## src/rtl/exec_unit.sv

```systemverilog
`default_nettype none
// ============================================================================
// Module   : exec_unit
// Purpose  : RV32I execute stage; single-cycle ALU ops plus a 1-bit/cycle
//            serial shifter behind a start/busy/done handshake.
// Revision : 1.0  initial release
// ============================================================================
module exec_unit #(
   parameter int XLEN = 32
) (
   input  logic            clk,
   input  logic            rst,
   input  logic            start,
   input  logic [3:0]      alu_op,
   input  logic [XLEN-1:0] a,
   input  logic [XLEN-1:0] b,
   output logic            busy,
   output logic            done,
   output logic [XLEN-1:0] result,
   output logic            zero
);

   localparam logic [3:0] c_op_add   = 4'd0;
   localparam logic [3:0] c_op_sub   = 4'd1;
   localparam logic [3:0] c_op_and   = 4'd2;
   localparam logic [3:0] c_op_or    = 4'd3;
   localparam logic [3:0] c_op_xor   = 4'd4;
   localparam logic [3:0] c_op_slt   = 4'd5;
   localparam logic [3:0] c_op_sltu  = 4'd6;
   localparam logic [3:0] c_op_sll   = 4'd7;
   localparam logic [3:0] c_op_srl   = 4'd8;
   localparam logic [3:0] c_op_sra   = 4'd9;
   localparam logic [3:0] c_op_passb = 4'd10;

   typedef enum logic [0:0] {
      ST_IDLE  = 1'b0,
      ST_SHIFT = 1'b1
   } state_t;

   state_t          r_state;
   state_t          w_state_next;
   logic [XLEN-1:0] r_acc;
   logic [XLEN-1:0] r_result;
   logic [XLEN-1:0] w_alu_result;
   logic [XLEN-1:0] w_acc_shifted;
   logic [4:0]      r_cnt;
   logic [3:0]      r_op;
   logic            r_done;
   logic            r_zero;
   logic            w_is_shift;
   logic            w_accept;

   assign w_is_shift = (alu_op == c_op_sll) || (alu_op == c_op_srl) || (alu_op == c_op_sra);
   assign w_accept   = start && (r_state == ST_IDLE);

   always_comb begin
      w_alu_result = '0;
      case (alu_op)
         c_op_add:   w_alu_result = a + b;
         c_op_sub:   w_alu_result = a - b;
         c_op_and:   w_alu_result = a & b;
         c_op_or:    w_alu_result = a | b;
         c_op_xor:   w_alu_result = a ^ b;
         c_op_slt:   w_alu_result = {{(XLEN-1){1'b0}}, ($signed(a) < $signed(b))};
         c_op_sltu:  w_alu_result = {{(XLEN-1){1'b0}}, (a < b)};
         c_op_passb: w_alu_result = b;
         default:    w_alu_result = '0;
      endcase
   end

   // One shift step per cycle; SRA replicates the sign bit into the vacated MSB.
   always_comb begin
      w_acc_shifted = {r_acc[XLEN-1], r_acc[XLEN-1:1]};
      if (r_op == c_op_sll) begin
         w_acc_shifted = {r_acc[XLEN-2:0], 1'b0};
      end else if (r_op == c_op_srl) begin
         w_acc_shifted = {1'b0, r_acc[XLEN-1:1]};
      end
   end

   always_comb begin
      w_state_next = r_state;
      case (r_state)
         ST_IDLE:  if (w_accept && w_is_shift) w_state_next = ST_SHIFT;
         ST_SHIFT: if (r_cnt == 5'd0) w_state_next = ST_IDLE;
         default:  w_state_next = ST_IDLE;
      endcase
   end

   always_ff @(posedge clk or posedge rst) begin
      if (rst) begin
         r_state <= ST_IDLE;
      end else begin
         r_state <= w_state_next;
      end
   end

   always_ff @(posedge clk or posedge rst) begin
      if (rst) begin
         r_acc    <= '0;
         r_cnt    <= '0;
         r_op     <= '0;
         r_result <= '0;
         r_zero   <= 1'b1;
         r_done   <= 1'b0;
      end else begin
         r_done <= 1'b0;
         if (r_state == ST_IDLE) begin
            if (w_accept && w_is_shift) begin
               r_acc <= a;
               r_cnt <= b[4:0];
               r_op  <= alu_op;
            end else if (w_accept) begin
               r_result <= w_alu_result;
               r_zero   <= (w_alu_result == '0);
               r_done   <= 1'b1;
            end
         end else if (r_cnt != 5'd0) begin
            r_acc <= w_acc_shifted;
            r_cnt <= r_cnt - 5'd1;
         end else begin
            r_result <= r_acc;
            r_zero   <= (r_acc == '0);
            r_done   <= 1'b1;
         end
      end
   end

   assign busy   = (r_state == ST_SHIFT);
   assign done   = r_done;
   assign result = r_result;
   assign zero   = r_zero;

endmodule
`default_nettype wire

```

## config.mk

```make
export PLATFORM = sky130hd
export DESIGN_NAME = exec_unit
export DESIGN_NICKNAME = d
export VERILOG_FILES = /design/src/rtl/exec_unit.sv
export SDC_FILE = /design/constraint.sdc
export NUM_CORES = 1
export LEC_CHECK = 0
export BUFFER_PORTS_ARGS = -buffer_cell sky130_fd_sc_hd__buf_2
export CELL_PAD_IN_SITES_DETAIL_PLACEMENT = 0
export CELL_PAD_IN_SITES_GLOBAL_PLACEMENT = 1
export CORE_ASPECT_RATIO = 0.7
export CORE_UTILIZATION = 30
export CTS_CLUSTER_SIZE = 20
export DETAILED_ROUTE_END_ITERATION = 10
export PLACE_DENSITY = 0.68
export SYNTH_ARGS = -nofsm -noshare
export SYNTH_HDL_FRONTEND = slang
export SYNTH_SLANG_ARGS = --single-unit
export TNS_END_PERCENT = 5
```

## constraint.sdc

```tcl
create_clock -name clk -period 5.55 [get_ports clk]
set_input_delay 0.555 -clock clk [delete_from_list [all_inputs] [get_ports clk]]
set_output_delay 0.555 -clock clk [all_outputs]
set_load 0.02 [all_outputs]
```

==> flow_summary_export.csv <==
group,metric,value,unit
run_status,status,"completed",
job,maxCapViolations,0,
die,ioPinCount,106,
timing,min_period,4.211,ns
clock_network,path_clk_slew,0.06,ns
placed_design,gp_congestion,0.9673,
cells_and_area,final_net_count,1616,
yosys,ys_warn_count,0,
drt,ant_nets,0,
clock_network,cts_root_buffer,"clkbuf_16",
worst_setup_path,path_max_fanout,5,
drt,num_vias,10960,
power,p_total,3.724,mW
timing,post-route-period-util,75.87,%
power,clkPwrFrac,17.3,%
timing,max_slew_margin,31.36,%
clock_network,clockBufferDepth,2,
timing,fmax,0.2375,GHz
clock_network,cts.repair.resized,0,
global_route,grt_max_degree,77,
worst_setup_path,required,5.81,ns
yosys,synth-seq-cells,76,
clock_network,postCtsHoldBufs,0,
clock_network,cts_buffers,9,
power,power_leakage,5.351,nW
power,p_sw_share,48.11,%
yosys,synthCells,1382,
global_route,antenna_found_initial,1,
placed_design,io_buffers,105,
yosys,yosysTopAreaCellShare,18.23,%
drt,viasPerCell,5.868,
clock_network,clock_latency,0.35,ns
yosys,synth_edf_count,0,
clock_network,cts_tree,"yes",
die,core-area,0.03363,sq mm
yosys,synthArstFlopShare,100.0,%
clock_network,clock_sinks,76,
die,num_rows,56,
cells_and_area,synthToLayoutAreaGrowth,11.35,%
worst_setup_path,critPathCaptureType,"flip-flop",
cells_and_area,layout-drive-gt1-share,13.89,%
worst_setup_path,cp_cell_sequence,"buf_2, inv_1, ha_1, fa_1, o21bai_1, o2111ai_1, a31oi_1, a22oi_1, a21oi_1, o31ai_1, a21oi_1, o21ai_0, nor4_2, nand4_1, o31ai_1",
worst_setup_path,worst_path_max_delay_cell,"a31oi_1",
die,fp.dieArea,0.03508,sq mm
yosys,ys_types,105,
yosys,syn-num-nets,1570,
die,die-height,157.0,um
clock_network,htree_levels,3,
drt,wl,41.30,mm
worst_setup_path,worstSetupPathType,"primary input to flip-flop",
worst_setup_path,worst_setup_path_start_kind,"primary input",
global_route,grt_first_pass_wirelength,62.95,mm
yosys,yosys.area.top_type,"dfrtp_1",
global_route,grt_pass1_vias,10260,
timing,tightest_slew,1.027,ns
placed_design,hpwl,32.18,mm
clock_network,postCtsSetupRepairBufs,0,
power,powerDensity,324.8,mW/mm^2
yosys,syn_area,0.01030,sq mm
timing,maxSlewViolCount,0,
hold_path,min_path_cells,2,
yosys,ys.flop_type,"dfrtp_1",
drt,first_pass_iters,5,
yosys,yosysSeqAreaShare,18.48,%
worst_setup_path,worstRegToRegCells,6,
timing,skew,0.009893,ns
power,power_frac_seq,28.7,%
timing,tns,0,ns
cells_and_area,n_antenna_cell,0,
yosys,yosys-top-cells-area,"dfrtp_1 (18%), ha_1 (14%), a21oi_1 (5.7%)",
global_route,grt_usage,23.42,%
drt,wl_per_cell,22.11,um
worst_setup_path,arrival,4.47,ns
power,pwr-share-comb,53.9,%
hold_path,hold_path_class,"flip-flop to flip-flop",
worst_setup_path,max_stage_delay,0.54,ns
power,intPower,1.932,mW
die,initial_utilization,30.62,%
power,switchingPower,1.792,mW
drt,drt-initial-drc-count,1100,
die,die_w,223.4,um
timing,final_hold_viol_count,0,
timing,finalSetupViolations,0,
global_route,overflow,0,
timing,rsz0062_at_grt,"no",
drt,drc,0,
yosys,syn_area_per_cell,7.451,sq um
power,peakVddDrop,0.1742,mV
[cells by family (layout without fill, tap and decap cells)]
| family | after synthesis | count (layout) | share of synthesized area (%) |
|---|---|---|---|
| and+or+nand+nor | 455 | 455 | 21.77 |
| muxes | 60 | 60 | 6.039 |
| adders and majority gates | 117 | 117 | 14.36 |
| buffers and inverters | 192 | 243 | 7.655 |
| DFF | 76 | 76 | 18.48 |
| AOI/OAI and AO/OA | 476 | 476 | 31.18 |
| xor gates and xnor gates | 6 | 6 | 0.5103 |
[path summary, 6_finish.rpt]
| kind | from | to | slack (ns) |
|---|---|---|---|
| min reg2reg | result[21]$_DFFE_PP0P_ | result[21]$_DFFE_PP0P_ | 0.47 |
| max | a[0] | zero$_DFFE_PP1P_ | 1.34 |
| max reg2reg | busy$_DFF_PP0_ | r_acc[12]$_DFFE_PP0P_ | 2.82 |
| min in group asynchronous | rst | result[5]$_DFFE_PP0P_ | 0.52 |
| min | result[21]$_DFFE_PP0P_ | result[21]$_DFFE_PP0P_ | 0.47 |
| max in group asynchronous | rst | result[22]$_DFFE_PP0P_ | 4.37 |
[sequential cells by signal, indices dropped and copies added, names as in the netlist]
register,count
done,1
r_op,4
r_cnt,5
zero,1
r_acc,32
result,32
busy,1
[layer usage]
metal  vias to the layer above  track usage, %  share of wire (%)
li1                       5119               -                  -
met1                      5278           34.34                 48
met2                       491           34.05                 41
met3                        72           4.387                7.9
met4                         2           7.632                3.3
met5                         -               0              0.031
[worst max-delay path, delay by kind of cell]
| family | cells | cell delay [ns] |
|---|---|---|
| adder cells (fa/ha/maj) | 2 | 0.70 |
| AND/OR/NAND/NOR | 2 | 0.56 |
| buffers and inverters | 2 | 0.17 |
| AO/OA/AOI/OAI | 9 | 2.47 |
[cells in the final DEF, fill, tap and decap left out, drive strengths merged, types with 20 or more instances in the layout]
cell,netlist,routed
a21o,29,29
a21oi,122,122
a221oi,20,20
buf,38,122
dfrtp,75,75
ha,115,115
inv,103,102
mux2i,52,52
nand2,135,135
nand3,35,35
nor2,129,129
nor3,27,27
nor4,23,23
o21ai,119,119
[power groups by stage]
stage | clock network [mW] | registers (mW) | logic, mW
after detailed placement | 0 | 1.07 | 1.99
final | 0.645 | 1.07 | 2.01
after floorplan | 0 | 1.13 | 1.28
after global placement | 0 | 1.07 | 1.98
after global routing | 0.680 | 1.10 | 2.23
after CTS | 0.658 | 1.06 | 2.00
[final cells by class]
class | instances | area (sq um)
Timing Repair Buffer | 122 | 653.1
Clock inverter | 3 | 68.82
Sequential cell | 76 | 1903
Inverter | 105 | 397.9
Tap cell | 435 | 544.3
Fill cell | 3627 | 22170
Clock buffer | 13 | 250.2
Multi-Input combinational cell | 1114 | 7649
[synthesized netlist by cell type (5+ instances only)]
| master | n |
|---|---|
| o31ai_1 | 14 |
| a22o_1 | 5 |
| o21a_1 | 11 |
| nand4_1 | 12 |
| a211oi_1 | 12 |
| mux2i_1 | 52 |
| o2111ai_1 | 6 |
| nand3_1 | 35 |
| o21ai_1 | 9 |
| nor3_1 | 24 |
| inv_1 | 99 |
| clkbuf_1 | 49 |
| a31oi_1 | 15 |
| nor2_1 | 126 |
| o21ba_2 | 5 |
| o221ai_1 | 7 |
| nor4_1 | 20 |
| o22ai_1 | 9 |
| dfrtp_1 | 75 |
| a21oi_1 | 118 |
| nand2_1 | 134 |
| o211ai_1 | 13 |
| or3_1 | 8 |
| nor2b_1 | 9 |
| and2_1 | 12 |
| nor3b_1 | 7 |
| nand2b_1 | 19 |
| buf_2 | 23 |
| buf_1 | 9 |
| o21ai_0 | 109 |
| mux2_2 | 6 |
| a221oi_1 | 18 |
| ha_1 | 115 |
| a22oi_1 | 8 |
| nand3b_1 | 6 |
| o21bai_1 | 10 |
| a221o_1 | 5 |
| a21o_1 | 29 |
| o211a_1 | 9 |
| xnor2_1 | 5 |
[stage by stage]
step	setup WS [ns]	std cells	util (%)	cell area, sq um	hold WS [ns]
after floorplan	2.170	1382	-	10300	0.4726
after global placement	1.168	1852	33.14	11150	0.4579
after detailed placement	1.183	1852	33.14	11150	0.4661
after CTS	1.538	1868	34.09	11470	0.4781
after global routing	1.146	1868	34.09	11470	0.4960
final	1.339	1868	34.09	11470	0.4741
Note: power is estimated with default switching activity, not from simulation.
